`src/rtl/vgg_pkg.sv`:
```
// vgg_pkg
// Items shared across the VGG16 datapath stages:
//   DATA_WIDTH     - pixel width (IEEE-754 single, sign at DATA_WIDTH-1)
//   feeder_state_e - state set of the relu_pool_feeder control FSM
//   ST_*           - the same states as plain logic [1:0] constants
//   relu()         - clamps any value with the sign bit set to +0.0
package vgg_pkg;

  localparam int DATA_WIDTH = 32;

  typedef enum logic [1:0] {
    IDLE   = 2'd0,
    STREAM = 2'd1,
    FLUSH  = 2'd2,
    DONE   = 2'd3
  } feeder_state_e;

  localparam logic [1:0] ST_IDLE   = IDLE;
  localparam logic [1:0] ST_STREAM = STREAM;
  localparam logic [1:0] ST_FLUSH  = FLUSH;
  localparam logic [1:0] ST_DONE   = DONE;

  // Only the sign bit is inspected: -0.0 and sign-set NaNs also become +0.0.
  function automatic logic [DATA_WIDTH-1:0] relu(input logic [DATA_WIDTH-1:0] v);
    logic [DATA_WIDTH-1:0] r;
    if (v[DATA_WIDTH-1]) begin
      r = '0;
    end else begin
      r = v;
    end
    return r;
  endfunction

endpackage

```
`src/rtl/relu_pool_feeder_if.sv`:
```
// relu_pool_feeder_if
// Stream bus between the convolution output, the feeder and the pooling block.
//   i_data/i_valid      - convolution result offered by upstream
//   o_ready             - feeder accepts; transfer = i_valid & o_ready
//   o_data/o_valid      - ReLU'd pixel towards pooling
//   o_win_valid(1)      - 2x2 window complete strobe and its one-cycle delay
//   o_frame_done        - end-of-flush pulse
// Modports: slave = feeder side, master = upstream/consumer side.
interface relu_pool_feeder_if #(
  parameter int DATA_WIDTH = vgg_pkg::DATA_WIDTH
);
  logic [DATA_WIDTH-1:0] i_data;
  logic                  i_valid;
  logic                  o_ready;
  logic [DATA_WIDTH-1:0] o_data;
  logic                  o_valid;
  logic                  o_win_valid;
  logic                  o_win_valid1;
  logic                  o_frame_done;

  modport slave (
    input  i_data, i_valid,
    output o_ready, o_data, o_valid, o_win_valid, o_win_valid1, o_frame_done
  );

  modport master (
    output i_data, i_valid,
    input  o_ready, o_data, o_valid, o_win_valid, o_win_valid1, o_frame_done
  );
endinterface

```
`src/rtl/raster_counter.sv`:
```
// raster_counter
// Raster position tracker for a WIDTH x HEIGHT feature map.
//   clk, rst       - clock, asynchronous active-low reset
//   i_en           - advance one pixel (one accepted transfer)
//   o_col, o_row   - position of the pixel that the next enable consumes
//   o_last_pixel   - current position is the final pixel of the frame
//   o_win_done     - current position closes a 2x2 window (odd row, odd col)
module raster_counter #(
  parameter int WIDTH  = 6,
  parameter int HEIGHT = 6,
  parameter int CW     = $clog2(WIDTH),
  parameter int RW     = $clog2(HEIGHT)
) (
  input  logic          clk,
  input  logic          rst,
  input  logic          i_en,
  output logic [CW-1:0] o_col,
  output logic [RW-1:0] o_row,
  output logic          o_last_pixel,
  output logic          o_win_done
);

  localparam logic [CW-1:0] COL_MAX = CW'(WIDTH - 1);
  localparam logic [RW-1:0] ROW_MAX = RW'(HEIGHT - 1);

  logic [CW-1:0] r_col;
  logic [RW-1:0] r_row;
  logic          w_col_last;
  logic          w_row_last;

  assign w_col_last = (r_col == COL_MAX);
  assign w_row_last = (r_row == ROW_MAX);

  // Column/row advance on each enabled pixel, wrapping at the frame edges.
  always_ff @(posedge clk or negedge rst) begin
    if (!rst) begin
      r_col <= '0;
      r_row <= '0;
    end else if (i_en) begin
      if (w_col_last) begin
        r_col <= '0;
        r_row <= w_row_last ? '0 : r_row + RW'(1);
      end else begin
        r_col <= r_col + CW'(1);
      end
    end
  end

  assign o_col        = r_col;
  assign o_row        = r_row;
  assign o_last_pixel = w_col_last & w_row_last;
  assign o_win_done   = r_col[0] & r_row[0];

endmodule

```
`src/rtl/relu_pool_feeder.sv`:
```
// relu_pool_feeder
// Applies ReLU to raster-ordered convolution results and produces the strobes
// the 2x2 max-pooling block needs. After each frame the input is stalled for
// FLUSH_CYCLES cycles plus one DONE cycle so the pooling pipeline drains.
//   clk, rst - clock, asynchronous active-low reset
//   io_bus   - relu_pool_feeder_if.slave (data in, ReLU data/strobes out)
module relu_pool_feeder
  import vgg_pkg::*;
#(
  parameter int WIDTH        = 6,
  parameter int HEIGHT       = 6,
  parameter int FLUSH_CYCLES = 3
) (
  input  logic                clk,
  input  logic                rst,
  relu_pool_feeder_if.slave   io_bus
);

  localparam int CW = $clog2(WIDTH);
  localparam int RW = $clog2(HEIGHT);
  localparam int FW = (FLUSH_CYCLES > 1) ? $clog2(FLUSH_CYCLES) : 1;
  localparam logic [FW-1:0] FLUSH_LOAD = FW'(FLUSH_CYCLES - 1);

  logic [1:0]            r_state;
  logic [1:0]            w_state_nxt;
  logic [FW-1:0]         r_flush_cnt;
  logic [FW-1:0]         w_flush_nxt;
  logic                  r_ready;
  logic                  r_frame_done;
  logic [DATA_WIDTH-1:0] r_data;
  logic                  r_valid;
  logic                  r_win_pend;
  logic                  r_win_valid;
  logic                  r_win_valid1;

  logic                  w_xfer;
  logic                  w_last_pixel;
  logic                  w_win_done;
  logic [CW-1:0]         w_col_unused;
  logic [RW-1:0]         w_row_unused;

  assign w_xfer = io_bus.i_valid & r_ready;

  raster_counter #(
    .WIDTH  (WIDTH),
    .HEIGHT (HEIGHT)
  ) u_raster (
    .clk          (clk),
    .rst          (rst),
    .i_en         (w_xfer),
    .o_col        (w_col_unused),
    .o_row        (w_row_unused),
    .o_last_pixel (w_last_pixel),
    .o_win_done   (w_win_done)
  );

  // Frame control: stream until the last pixel, then drain and announce.
  always_comb begin
    w_state_nxt = r_state;
    w_flush_nxt = r_flush_cnt;
    case (r_state)
      ST_IDLE, ST_STREAM: begin
        if (w_xfer && w_last_pixel) begin
          w_state_nxt = ST_FLUSH;
          w_flush_nxt = FLUSH_LOAD;
        end else if (w_xfer) begin
          w_state_nxt = ST_STREAM;
        end else begin
          w_state_nxt = r_state;
        end
      end
      ST_FLUSH: begin
        if (r_flush_cnt == '0) begin
          w_state_nxt = ST_DONE;
        end else begin
          w_flush_nxt = r_flush_cnt - FW'(1);
        end
      end
      ST_DONE: begin
        w_state_nxt = ST_IDLE;
      end
      default: begin
        w_state_nxt = ST_IDLE;
      end
    endcase
  end

  // State, flush counter and the registered ready/frame-done outputs.
  // Ready is derived from the next state so it lines up with r_state; the
  // frame-done pulse is taken from DONE and so appears the cycle after it.
  always_ff @(posedge clk or negedge rst) begin
    if (!rst) begin
      r_state      <= ST_IDLE;
      r_flush_cnt  <= '0;
      r_ready      <= 1'b0;
      r_frame_done <= 1'b0;
    end else begin
      r_state      <= w_state_nxt;
      r_flush_cnt  <= w_flush_nxt;
      r_ready      <= (w_state_nxt == ST_IDLE) || (w_state_nxt == ST_STREAM);
      r_frame_done <= (r_state == ST_DONE);
    end
  end

  // ReLU output register and the window strobe pipeline: stage one mirrors
  // the line-buffer write, then win_valid and its delayed copy follow.
  always_ff @(posedge clk or negedge rst) begin
    if (!rst) begin
      r_data       <= '0;
      r_valid      <= 1'b0;
      r_win_pend   <= 1'b0;
      r_win_valid  <= 1'b0;
      r_win_valid1 <= 1'b0;
    end else begin
      if (w_xfer) begin
        r_data <= relu(io_bus.i_data);
      end
      r_valid      <= w_xfer;
      r_win_pend   <= w_xfer & w_win_done;
      r_win_valid  <= r_win_pend;
      r_win_valid1 <= r_win_valid;
    end
  end

  assign io_bus.o_ready      = r_ready;
  assign io_bus.o_data       = r_data;
  assign io_bus.o_valid      = r_valid;
  assign io_bus.o_win_valid  = r_win_valid;
  assign io_bus.o_win_valid1 = r_win_valid1;
  assign io_bus.o_frame_done = r_frame_done;

endmodule

```
`src/flat_wrapper.sv`:
```
// flat-port wrapper written by rule: the top's interface ports become plain ports
module relu_pool_feeder_flat import vgg_pkg::*;
#(
  parameter int WIDTH        = 6,
  parameter int HEIGHT       = 6,
  parameter int FLUSH_CYCLES = 3
)
  (clk, rst, io_bus_i_data, io_bus_i_valid, io_bus_o_ready, io_bus_o_data, io_bus_o_valid, io_bus_o_win_valid, io_bus_o_win_valid1, io_bus_o_frame_done);
  relu_pool_feeder_if io_bus_i ();
  input  logic clk;
  input  logic rst;
  input wire logic [$bits(io_bus_i.i_data)-1:0] io_bus_i_data;
  input wire logic [$bits(io_bus_i.i_valid)-1:0] io_bus_i_valid;
  output wire logic [$bits(io_bus_i.o_ready)-1:0] io_bus_o_ready;
  output wire logic [$bits(io_bus_i.o_data)-1:0] io_bus_o_data;
  output wire logic [$bits(io_bus_i.o_valid)-1:0] io_bus_o_valid;
  output wire logic [$bits(io_bus_i.o_win_valid)-1:0] io_bus_o_win_valid;
  output wire logic [$bits(io_bus_i.o_win_valid1)-1:0] io_bus_o_win_valid1;
  output wire logic [$bits(io_bus_i.o_frame_done)-1:0] io_bus_o_frame_done;
  assign io_bus_i.i_data = io_bus_i_data;
  assign io_bus_i.i_valid = io_bus_i_valid;
  assign io_bus_o_ready = io_bus_i.o_ready;
  assign io_bus_o_data = io_bus_i.o_data;
  assign io_bus_o_valid = io_bus_i.o_valid;
  assign io_bus_o_win_valid = io_bus_i.o_win_valid;
  assign io_bus_o_win_valid1 = io_bus_i.o_win_valid1;
  assign io_bus_o_frame_done = io_bus_i.o_frame_done;
  relu_pool_feeder #(.WIDTH(WIDTH), .HEIGHT(HEIGHT), .FLUSH_CYCLES(FLUSH_CYCLES)) u_core (.clk(clk), .rst(rst), .io_bus(io_bus_i));
endmodule
```
`config.mk`:
```
export PLATFORM = sky130hd
export DESIGN_NAME = relu_pool_feeder_flat
export DESIGN_NICKNAME = d
export VERILOG_FILES = /design/src/rtl/vgg_pkg.sv /design/src/rtl/relu_pool_feeder_if.sv /design/src/rtl/raster_counter.sv /design/src/rtl/relu_pool_feeder.sv /design/src/flat_wrapper.sv
export SDC_FILE = /design/constraint.sdc
export NUM_CORES = 1
export LEC_CHECK = 0
export CORE_MARGIN = 4
export CORE_UTILIZATION = 40
export DETAILED_ROUTE_END_ITERATION = 12
export PLACE_DENSITY = 0.79
export RECOVER_POWER = 50
export SYNTH_ARGS = -nofsm -noshare
export SYNTH_HDL_FRONTEND = slang
export SYNTH_SLANG_ARGS = --single-unit
export TNS_END_PERCENT = 10
```
`constraint.sdc`:
```
create_clock -name clk -period 1.2 [get_ports clk]
set_input_delay 0.12 -clock clk [delete_from_list [all_inputs] [get_ports clk]]
set_output_delay 0.12 -clock clk [all_outputs]
set_load 0.02 [all_outputs]
```
==> run metrics, run 1 <==
run status complete, no violations; Setup crit end kind register; worst slew pin tran 620 ps; DR vias 1,549; pwr/cell area 1340 nW/µm²; Post-Route WL 4370 µm; CTS tree done; Area Growth Syn to Fin 50.5%; number of fill cells 427; # DRC 0; distinct cell type count after synthesis 29; Post-Syn Area 1980 µm²; clk slew on worst S/H paths 80 ps; cells on worst reg2reg path 3; Pwr Total 3990 µW; Worst path max stage delay 440 ps; main combinational cell family by area after synthesis simple AND/OR/NAND/NOR gates; max-cap viol count 0; final instance area 2970 µm²; TritonCTS buffer count 5; post-DP HPWL 2960 µm; Synth Area in Adders 0.633%; Crit Path Category register to register; die area 6130 µm²; Ys Warns 0; WP data required 1380 ps; Rel. slew slack 58.6%; drt pass-1 iters 4; grt ovf 0; H-tree Lvls 2; GPL Wtd Cong 0.720; Synth Net Count 229; R2R Path End u_core.u_raster.o_row[2]; Final Cycle Share 97.5%; Post-Synth XOR/XNOR Area 1.33%; share of layout cells above drive strength 1 13.5%; Crit path max-delay family flip-flops; Rows 25; number of global-route vias before repair 1,508; Layout Skew 3.17 ps; Layout Nets 310; Hold Crit Start u_core.r_win_pend; flops & latches, synth 47; fmax 855 MHz; worst hold slack 354 ps; simple-gate share of the synthesized area 22.8%; RSZ-0062 raised after global routing yes; Final WS setup 30.4 ps; crit path max fanout 3; area of placed instances 2840 µm²; Pins Over Slew Limit 0; R2R setup slack 30 ps; Ports 72; Worst-Skew Late Latency 290 ps; clock buffer depth 2; compound-cell area share of the yosys netlist 10.9%; pre-CTS setup slack -196 ps; largest net degree at the start of global routing 48; Lkg Pwr 0.00141 µW; worst hold-check path type register to register; Initial Util 41.6%; Hold EP u_core.io_bus.o_win_valid; antenna-violating nets left 0; Buf/Inv on CP 0; I/O Buffers 70; Reg2Reg Launch Point u_core.u_raster.o_row[0]; Final Setup Violations 0; Max IR drop VDD 0.000573 V; clock sink count 47; average wire per standard cell 12.8 µm; GRT Overall Usage 14.6%; multiplexer share of the synthesized area 1.14%; startpoint types register; Critical Path AT 1350 ps; CP cell instances nand2_4 -> nor3_4 -> mux2_2; min Tclk post-route 1170 ps; initial antenna violation count 0; first-pass GRT wire length 6950 µm; core area 4750 µm²; final hold vios 0; Die Y 78.3 µm; initial drt markers 70; Die W 78.3 µm; WHS Path Cells 0; DR vias/cell 4.54; cells after synthesis 193; syn avg cell area 10.2 µm²; Ant. Diodes 0; register area 1180 µm²; Multi-input gate area 791 µm²; CP max-delay cell dfrtp_1; sequential share of the synthesized area 59.5%; fin util 62.5%; CTS Root Cell clkbuf_8
cells in the final DEF, fill, tap and decap left out, types with 3 or more instances in the layout:
cell             count
buf_12               4
buf_4                8
clkbuf_8             6
clkdlybuf4s50_1     33
dfrtp_1             45
dlygate4sd2_1       35
nand2_1             34
nand2b_1            31
nor2_1               4
nor3_1               3
o21ai_0             33
logic make-up (layout without fill, tap and decap cells):
kind of cell,Yosys count,after routing
xor+xnor,3,3
buf+inv,14,95
simple gates,85,85
mux,2,2
flops,47,47
fa+ha+maj,1,1
compound gates,40,40
other cells,1,1
stage by stage:
stage / setup TNS (ps) / cells
finish: 0 / 341
global route: -107 / 341
CTS: -23.9 / 339
detailed placement: -3460 / 331
global placement: -2350 / 331
floorplan: 0 / 193
synth_stat cells:
| cell type | number | area, µm² |
|---|---|---|
| clkbuf_1 | 5 | 18.8 |
| o311ai_0 | 1 | 8.76 |
| nor2b_1 | 2 | 12.5 |
| o31ai_1 | 1 | 7.51 |
| xnor2_1 | 2 | 17.5 |
| nand2b_4 | 1 | 13.8 |
| mux2_2 | 2 | 22.5 |
| xor2_1 | 1 | 8.76 |
| buf_4 | 1 | 7.51 |
| nand2b_1 | 31 | 194 |
| a21oi_1 | 2 | 10.0 |
| ha_1 | 1 | 12.5 |
| nor3_4 | 1 | 16.3 |
| o31a_1 | 1 | 8.76 |
| dfrtp_1 | 47 | 1180 |
| nor2_1 | 5 | 18.8 |
| a21o_1 | 2 | 15.0 |
| buf_2 | 4 | 20.0 |
| inv_1 | 3 | 11.3 |
| and2_1 | 1 | 6.26 |
| buf_6 | 1 | 11.3 |
| o21ai_0 | 33 | 165 |
| nand2_2 | 1 | 6.26 |
| nor3_1 | 4 | 20.0 |
| nand4b_1 | 1 | 8.76 |
| conb_1 | 1 | 3.75 |
| nor3b_2 | 1 | 12.5 |
| nand3_1 | 2 | 10.0 |
| nand2_1 | 35 | 131 |
power breakdown:
group          leakage, µW  internal [µW]  switching (µW)  total (µW)
clock network    0.0000470            453             501         953
logic             0.000761            548             508        1060
registers         0.000598           1800             182        1990
total              0.00141           2800            1190        3990
registers in the layout, summed over array words and instances, names as in the netlist, named ones only:
signal / flops
u_core.io_bus.o_ready: 1
u_core.r_flush_cnt: 2
u_core.io_bus.o_frame_done: 1
u_core.io_bus.o_win_valid: 1
u_core.io_bus.o_data: 31
u_core.io_bus.o_win_valid1: 1
u_core.u_raster.o_col: 3
u_core.io_bus.o_valid: 1
u_core.u_raster.o_row: 3
u_core.r_state: 1
u_core.r_win_pend: 1
worst max path at each step:
stage,startpoint,endpoint,slack [ps],cells after the start
floorplan,u_core.u_raster.o_col[1],u_core.u_raster.o_row[1],8,3
global placement,io_bus_i_valid,u_core.u_raster.o_row[2],-160,4
detailed placement,io_bus_i_valid,register,-200,6
CTS,u_core.u_raster.o_col[1],u_core.u_raster.o_row[2],-20,3
global route,u_core.u_raster.o_row[0],u_core.u_raster.o_row[2],-30,3
finish,u_core.u_raster.o_row[0],u_core.u_raster.o_row[2],30,3
cell type report:
cell class | count | share of cell area (%)
clock buffer | 6 | 2.78
clock inverter | 1 | 0.168
inverter | 3 | 0.379
multi-input combinational | 132 | 26.6
sequential | 47 | 39.6
tap | 67 | 2.82
timing repair buffer | 85 | 27.6
per-layer routing:
layer,vias to the layer above,part of all wire [%],global-route usage [%]
li1,788,-,-
met5,-,0,0
met1,709,42,17.2
met3,7,5.9,3.90
met4,0,1.6,6.29
met2,45,50,25.0
timing repair:
action,CTS,global route
hold endpoints to repair,47,0
resized for setup,37,17
pin swaps,1,2
endpoints found under the setup margin,40,7
hold buffers,1,0
setup buffers,0,3
Power figures use the tool's default switching activity.
==> run 2: changes to the inputs <==
Clock period 1.2 ns to 1 ns, I/O delays scaled along.
==> run 2 against run 1 <==
The flow now finishes with violations (negative setup slack); worst setup slack worse by 180 ps; fmax is 2.1% higher; critical path depth stayed put; cell area is 3.4% lower; non-clock buffer count is 7 higher; clock skew is 0.69 ps lower; sequential share of layout area is 1.4 points higher; critical endpoint is now u_core.u_raster.o_row[1].
==> run metrics, run 2 (synthesis results as in run 1) <==
run status finished, violations left (was complete, no violations); failing checks negative setup slack; die area 6130 µm² (unchanged); WP data required 1190 ps (was 1380 ps); Rel. slew slack 61.3% (was 58.6%); Worst path max stage delay 380 ps (was 440 ps); Crit path max-delay family flip-flops (unchanged); Layout Cells excl Fill 349 (was 341); worst hold-check path type input port to register (was register to register); CP cell instances nand2b_4 -> nor3_4 -> mux2_4 (was nand2_4 -> nor3_4 -> mux2_2); initial antenna violation count 0 (unchanged); Ports 72 (unchanged); CP max-delay cell dfrtp_1 (unchanged); Pins Over Slew Limit 0 (unchanged); Final WS setup -146 ps (was 30.4 ps); clk slew on worst S/H paths 80 ps (about the same); Placed Cells 335 (was 331); Net Sw Frac 29.4% (was 29.8%); DR vias/cell 4.48 (was 4.54); number of global-route vias before repair 1,454 (was 1,508); fin util 60.4% (was 62.5%); GPL Wtd Cong 0.805 (was 0.720); share of layout cells above drive strength 1 28.4% (was 13.5%); grt ovf 0 (unchanged); clock sink count 47 (unchanged); core area 4750 µm² (unchanged); max-cap viol count 0 (unchanged); Multi-input gate area 779 µm² (was 791 µm²); pwr/cell area 1750 nW/µm² (was 1340 nW/µm²); net switching power 1470 µW (was 1190 µW); Final Cycle Share 115% (was 97.5%); antenna-violating nets left 0 (unchanged); drt pass-1 iters 4 (unchanged); Layout Skew 2.48 ps (was 3.17 ps); Worst-Skew Late Latency 300 ps (was 290 ps); initial drt markers 70 (unchanged); final instance area 2870 µm² (was 2970 µm²); Setup crit end kind register (unchanged); largest net degree at the start of global routing 48 (unchanged); fmax 873 MHz (was 855 MHz); H-tree Lvls 2 (unchanged); Seq pwr share 46.6% (was 49.7%); Die W 78.3 µm (unchanged); GRT Overall Usage 13.6% (was 14.6%); Ant. Diodes 0 (unchanged); DR vias 1,564 (was 1,549); Comb power frac 28.8% (was 26.4%); Final Setup Violations 24 (was 0); commonest non-fill, non-tap cell in the layout dfrtp_1 (unchanged); I/O Buffers 70 (unchanged); CTS Root Cell clkbuf_8 (unchanged); Rows 25 (unchanged); number of fill cells 451 (was 427); startpoint types register (unchanged); Layout Nets 317 (was 310); average wire per standard cell 12.1 µm (was 12.8 µm); Die Y 78.3 µm (unchanged); post-DP HPWL 2900 µm (was 2960 µm); Int Pwr 3540 µW (was 2800 µW); worst slew pin tran 581 ps (was 620 ps); Lkg Pwr 0.00135 µW (was 0.00141 µW); max FFs per register 31 (unchanged); Initial Util 41.6% (unchanged); area of placed instances 2880 µm² (was 2840 µm²); register area 1180 µm² (about the same); Max IR drop VDD 0.000707 V (was 0.000573 V); Area Growth Syn to Fin 45.3% (was 50.5%); Clock power frac 24.7% (was 23.9%); Crit Path Category register to register (unchanged); RSZ-0062 raised after global routing yes (unchanged); final hold vios 0 (unchanged); first-pass GRT wire length 6600 µm (was 6950 µm); CTS tree done (unchanged); commonest cells after routing, fill and taps aside dfrtp_1, buf_2, nand2_1 (was dfrtp_1, dlygate4sd2_1, nand2_1); crit path max fanout 4 (was 3); Post-Route WL 4210 µm (was 4370 µm); Buf/Inv on CP 0 (unchanged); Critical Path AT 1330 ps (was 1350 ps); clock buffer depth 2 (unchanged); # DRC 0 (unchanged); min Tclk post-route 1150 ps (was 1170 ps); TritonCTS buffer count 5 (unchanged)
==> run 2: cell count changes in the layout (fill, tap and decap cells not counted), sizes merged <==
cell | previous run | this run
buf | 14 | 58
dlygate4sd2 | 35 | 0
clkbuf | 7 | 8
clkdlybuf4s15 | 1 | 0
clkinv | 1 | 0
==> run 2: worst min-delay path, delay by kind of cell <==
kind                   cells  cell delay [ps]
buffers and inverters      1              390
AO/OA/AOI/OAI              1               50
AND/OR/NAND/NOR            1               70
==> run 2: path summary, 6_finish.rpt <==
check                                         start                   endpoint  slack, ps  cells after the start
max                        u_core.u_raster.o_col[1]   u_core.u_raster.o_row[1]       -150                      3
min                                io_bus_i_data[6]    u_core.io_bus.o_data[6]        350                      3
max reg2reg                u_core.u_raster.o_col[1]   u_core.u_raster.o_row[1]       -150                      3
min reg2reg                       u_core.r_win_pend  u_core.io_bus.o_win_valid        360                      0
max in group asynchronous                       rst      u_core.io_bus.o_ready        160                      3
min in group asynchronous                       rst   u_core.io_bus.o_data[10]        420                      3
==> run 2: what timing repair did <==
action / CTS / global route
cloned: 0 / 0
endpoints found under the hold margin: 47 / 0
pin swaps: 2 / 2
setup endpoints to repair: 76 / 43
hold buffers: 1 / 0
setup buffers: 0 / 5
resized for setup: 167 / 4
==> run 2: power groups by stage <==
stage | registers (µW) | logic [µW] | clock network, µW
after floorplan | 2540 | 483 | 0
after global placement | 2360 | 1370 | 0
after detailed placement | 2370 | 1400 | 0
after CTS | 2330 | 1330 | 1270
after global routing | 2380 | 1570 | 1340
final | 2330 | 1440 | 1240
==> run 2: layout make-up <==
type                    count  area share (%)
inverters                   3           0.392
multi-input cells         132            27.1
flip-flops and latches     47            41.0
repair buffers             92            25.1
well taps                  67            2.92
clock buffers               8            3.49
==> run 2: metal layers <==
metal | part of all wire (%) | track usage (%)
met1 | 42 | 15.9
met2 | 48 | 23.3
met3 | 9.0 | 5.62
met4 | 0.88 | 3.15
met5 | 0 | 0
==> run 2: through the flow <==
stage               TNS [ps]  hold WS, ps  power [µW]  setup WS, ps
global route           -3450          350        5280          -189
floorplan              -2280         -196        3020          -146
CTS                    -1690          318        4940          -158
detailed placement    -12690          103        3770          -367
global placement      -11340          102        3730          -330
finish                 -1490          346        5010          -146
==> run 3: changes to the inputs <==
Settings changed: RECOVER_POWER 50 to 100.
==> run 3 against run 2 <==
First-iteration DRC count decreased by 5.7%; combinational power is essentially flat; the flow still finishes with violations (negative setup slack); sequential share of layout area is 0.054 points higher; final cell count is the same; critical path depth is the same; cell area shrank 0.13%; clock-buffer cell count stayed put; non-clock buffer count did not move; utilization decreased by 0.079 points.
==> run metrics, run 3 (synthesis results as in run 1) <==
Ant. Diodes 0 (unchanged); GPL Wtd Cong 0.805 (unchanged); Die Y 78.3 µm (unchanged); number of global-route vias before repair 1,454 (unchanged); Initial Util 41.6% (unchanged); max FFs per register 31 (unchanged); failing checks negative setup slack (unchanged); Die W 78.3 µm (unchanged); drt pass-1 iters 2 (was 4); Layout Nets 317 (unchanged); Rel. slew slack 60.9% (was 61.3%); number of fill cells 453 (was 451); RSZ-0062 raised after global routing yes (unchanged); Final Setup Violations 24 (unchanged); CTS Root Cell clkbuf_8 (unchanged); Reg2Reg Launch Point u_core.u_raster.o_col[1] (unchanged); cells on worst reg2reg path 3 (unchanged); Setup crit end kind register (unchanged); Crit Path Category register to register (unchanged); die area 6130 µm² (unchanged); grt ovf 0 (unchanged); Multi-input gate area 779 µm² (unchanged); antenna-violating nets left 0 (unchanged); share of layout cells above drive strength 1 28.0% (was 28.4%); final hold vios 0 (unchanged); Rows 25 (unchanged); DR vias/cell 4.50 (was 4.48); clk slew on worst S/H paths 80 ps (about the same); GRT Overall Usage 13.6% (unchanged); worst hold-check path type input port to register (unchanged); final instance area 2870 µm² (about the same); crit path max fanout 4 (unchanged); Layout Cells excl Fill 349 (unchanged); Worst-Skew Late Latency 300 ps (about the same); I/O Buffers 70 (unchanged); Hold Crit Start io_bus_i_data[6] (unchanged); pre-CTS setup slack -367 ps (unchanged); startpoint types register (unchanged); clock buffer depth 2 (unchanged); Layout Skew 2.90 ps (was 2.48 ps); worst hold slack 348 ps (was 346 ps); initial antenna violation count 0 (unchanged); max-cap viol count 0 (unchanged); Lkg Pwr 0.00134 µW (was 0.00135 µW); first-pass GRT wire length 6600 µm (unchanged); Final Cycle Share 115% (about the same); Placed Cells 335 (unchanged); core area 4750 µm² (unchanged); H-tree Lvls 2 (unchanged); Hold EP u_core.io_bus.o_data[6] (unchanged); Max IR drop VDD 0.000706 V (was 0.000707 V); WP data required 1190 ps (about the same); R2R setup slack -150 ps (about the same); CTS tree done (unchanged); Pins Over Slew Limit 0 (unchanged); average wire per standard cell 12.0 µm (was 12.1 µm); commonest cells after routing, fill and taps aside dfrtp_1, nand2_1, clkdlybuf4s50_1 (was dfrtp_1, buf_2, nand2_1); # DRC 0 (unchanged); post-DP HPWL 2900 µm (unchanged); clock sink count 47 (unchanged); Final WS setup -145 ps (was -146 ps); WHS Path Cells 3 (unchanged); initial drt markers 66 (was 70); Critical Path AT 1330 ps (about the same); Area Growth Syn to Fin 45.2% (was 45.3%); min Tclk post-route 1150 ps (about the same); area of placed instances 2880 µm² (unchanged); Ports 72 (unchanged); run status finished, violations left (unchanged); DR vias 1,569 (was 1,564); R2R Path End u_core.u_raster.o_row[1] (unchanged); commonest non-fill, non-tap cell in the layout dfrtp_1 (unchanged); largest net degree at the start of global routing 48 (unchanged); fmax 873 MHz (about the same); worst slew pin tran 587 ps (was 581 ps); register area 1180 µm² (unchanged); TritonCTS buffer count 5 (unchanged); Post-Route WL 4200 µm (was 4210 µm); pwr/cell area 1750 nW/µm² (about the same)
[run 3: cell count changes in the layout (fill, tap and decap cells not counted)]
cell / previous run / this run
buf_2: 37 / 6
clkbuf_1: 1 / 2
buf_4: 17 / 16
clkbuf_2: 0 / 31
[run 3: area by class of cell]
type	count	area share (%)
Timing Repair Buffer	92	25.0
Multi-Input combinational cell	132	27.2
Inverter	3	0.393
Tap cell	67	2.92
Sequential cell	47	41.1
Clock buffer	8	3.49
[run 3: stage by stage]
stage / utilization (%) / total power [µW] / setup TNS (ps)
after floorplan: - / 3020 / -2280
after global placement: 60.5 / 3730 / -11340
after detailed placement: 60.5 / 3770 / -12690
after CTS: 59.6 / 4940 / -1690
after global routing: 60.3 / 5290 / -3450
final: 60.3 / 5010 / -1510
[run 3: worst max-delay path by stage]
stage / start / cells after the start / endpoint
2_1_floorplan: u_core.io_bus.o_ready / 3 / u_core.u_raster.o_row[1]
3_3_place_gp: io_bus_i_valid / 4 / u_core.u_raster.o_row[1]
3_5_place_dp: io_bus_i_valid / 4 / u_core.u_raster.o_row[1]
4_1_cts: u_core.u_raster.o_col[1] / 3 / u_core.u_raster.o_row[1]
5_1_grt: u_core.u_raster.o_col[1] / 3 / u_core.u_raster.o_row[1]
6_report: u_core.u_raster.o_col[1] / 3 / u_core.u_raster.o_row[1]
[run 3: what timing repair did]
item,in CTS,in global routing
hold buffers,1,0
endpoints found under the setup margin,76,43
pin swaps,2,2
buffers inserted,0,5
gates cloned,0,0
gates resized for setup,167,4
hold endpoints to repair,47,0
[run 3: per-layer routing]
metal,global-route usage (%),wire length [µm],up-vias
li1,-,-,799
met1,15.9,1770,714
met2,23.3,2030,51
met3,5.62,370,5
met4,3.15,36,0
met5,0,0,-
[run 3: critical path, stage by stage, from the launching register on]
cell and delay [ps]:
dfrtp_1 380, nand2b_4 170, nor3_4 170, mux2_4 320
[run 3: where the power goes]
group | total, µW | leakage (µW) | internal [µW] | switching (µW)
clock network | 1240 | 0.0000515 | 631 | 605
logic | 1440 | 0.000686 | 746 | 691
registers | 2340 | 0.000599 | 2160 | 178
total | 5010 | 0.00134 | 3540 | 1470
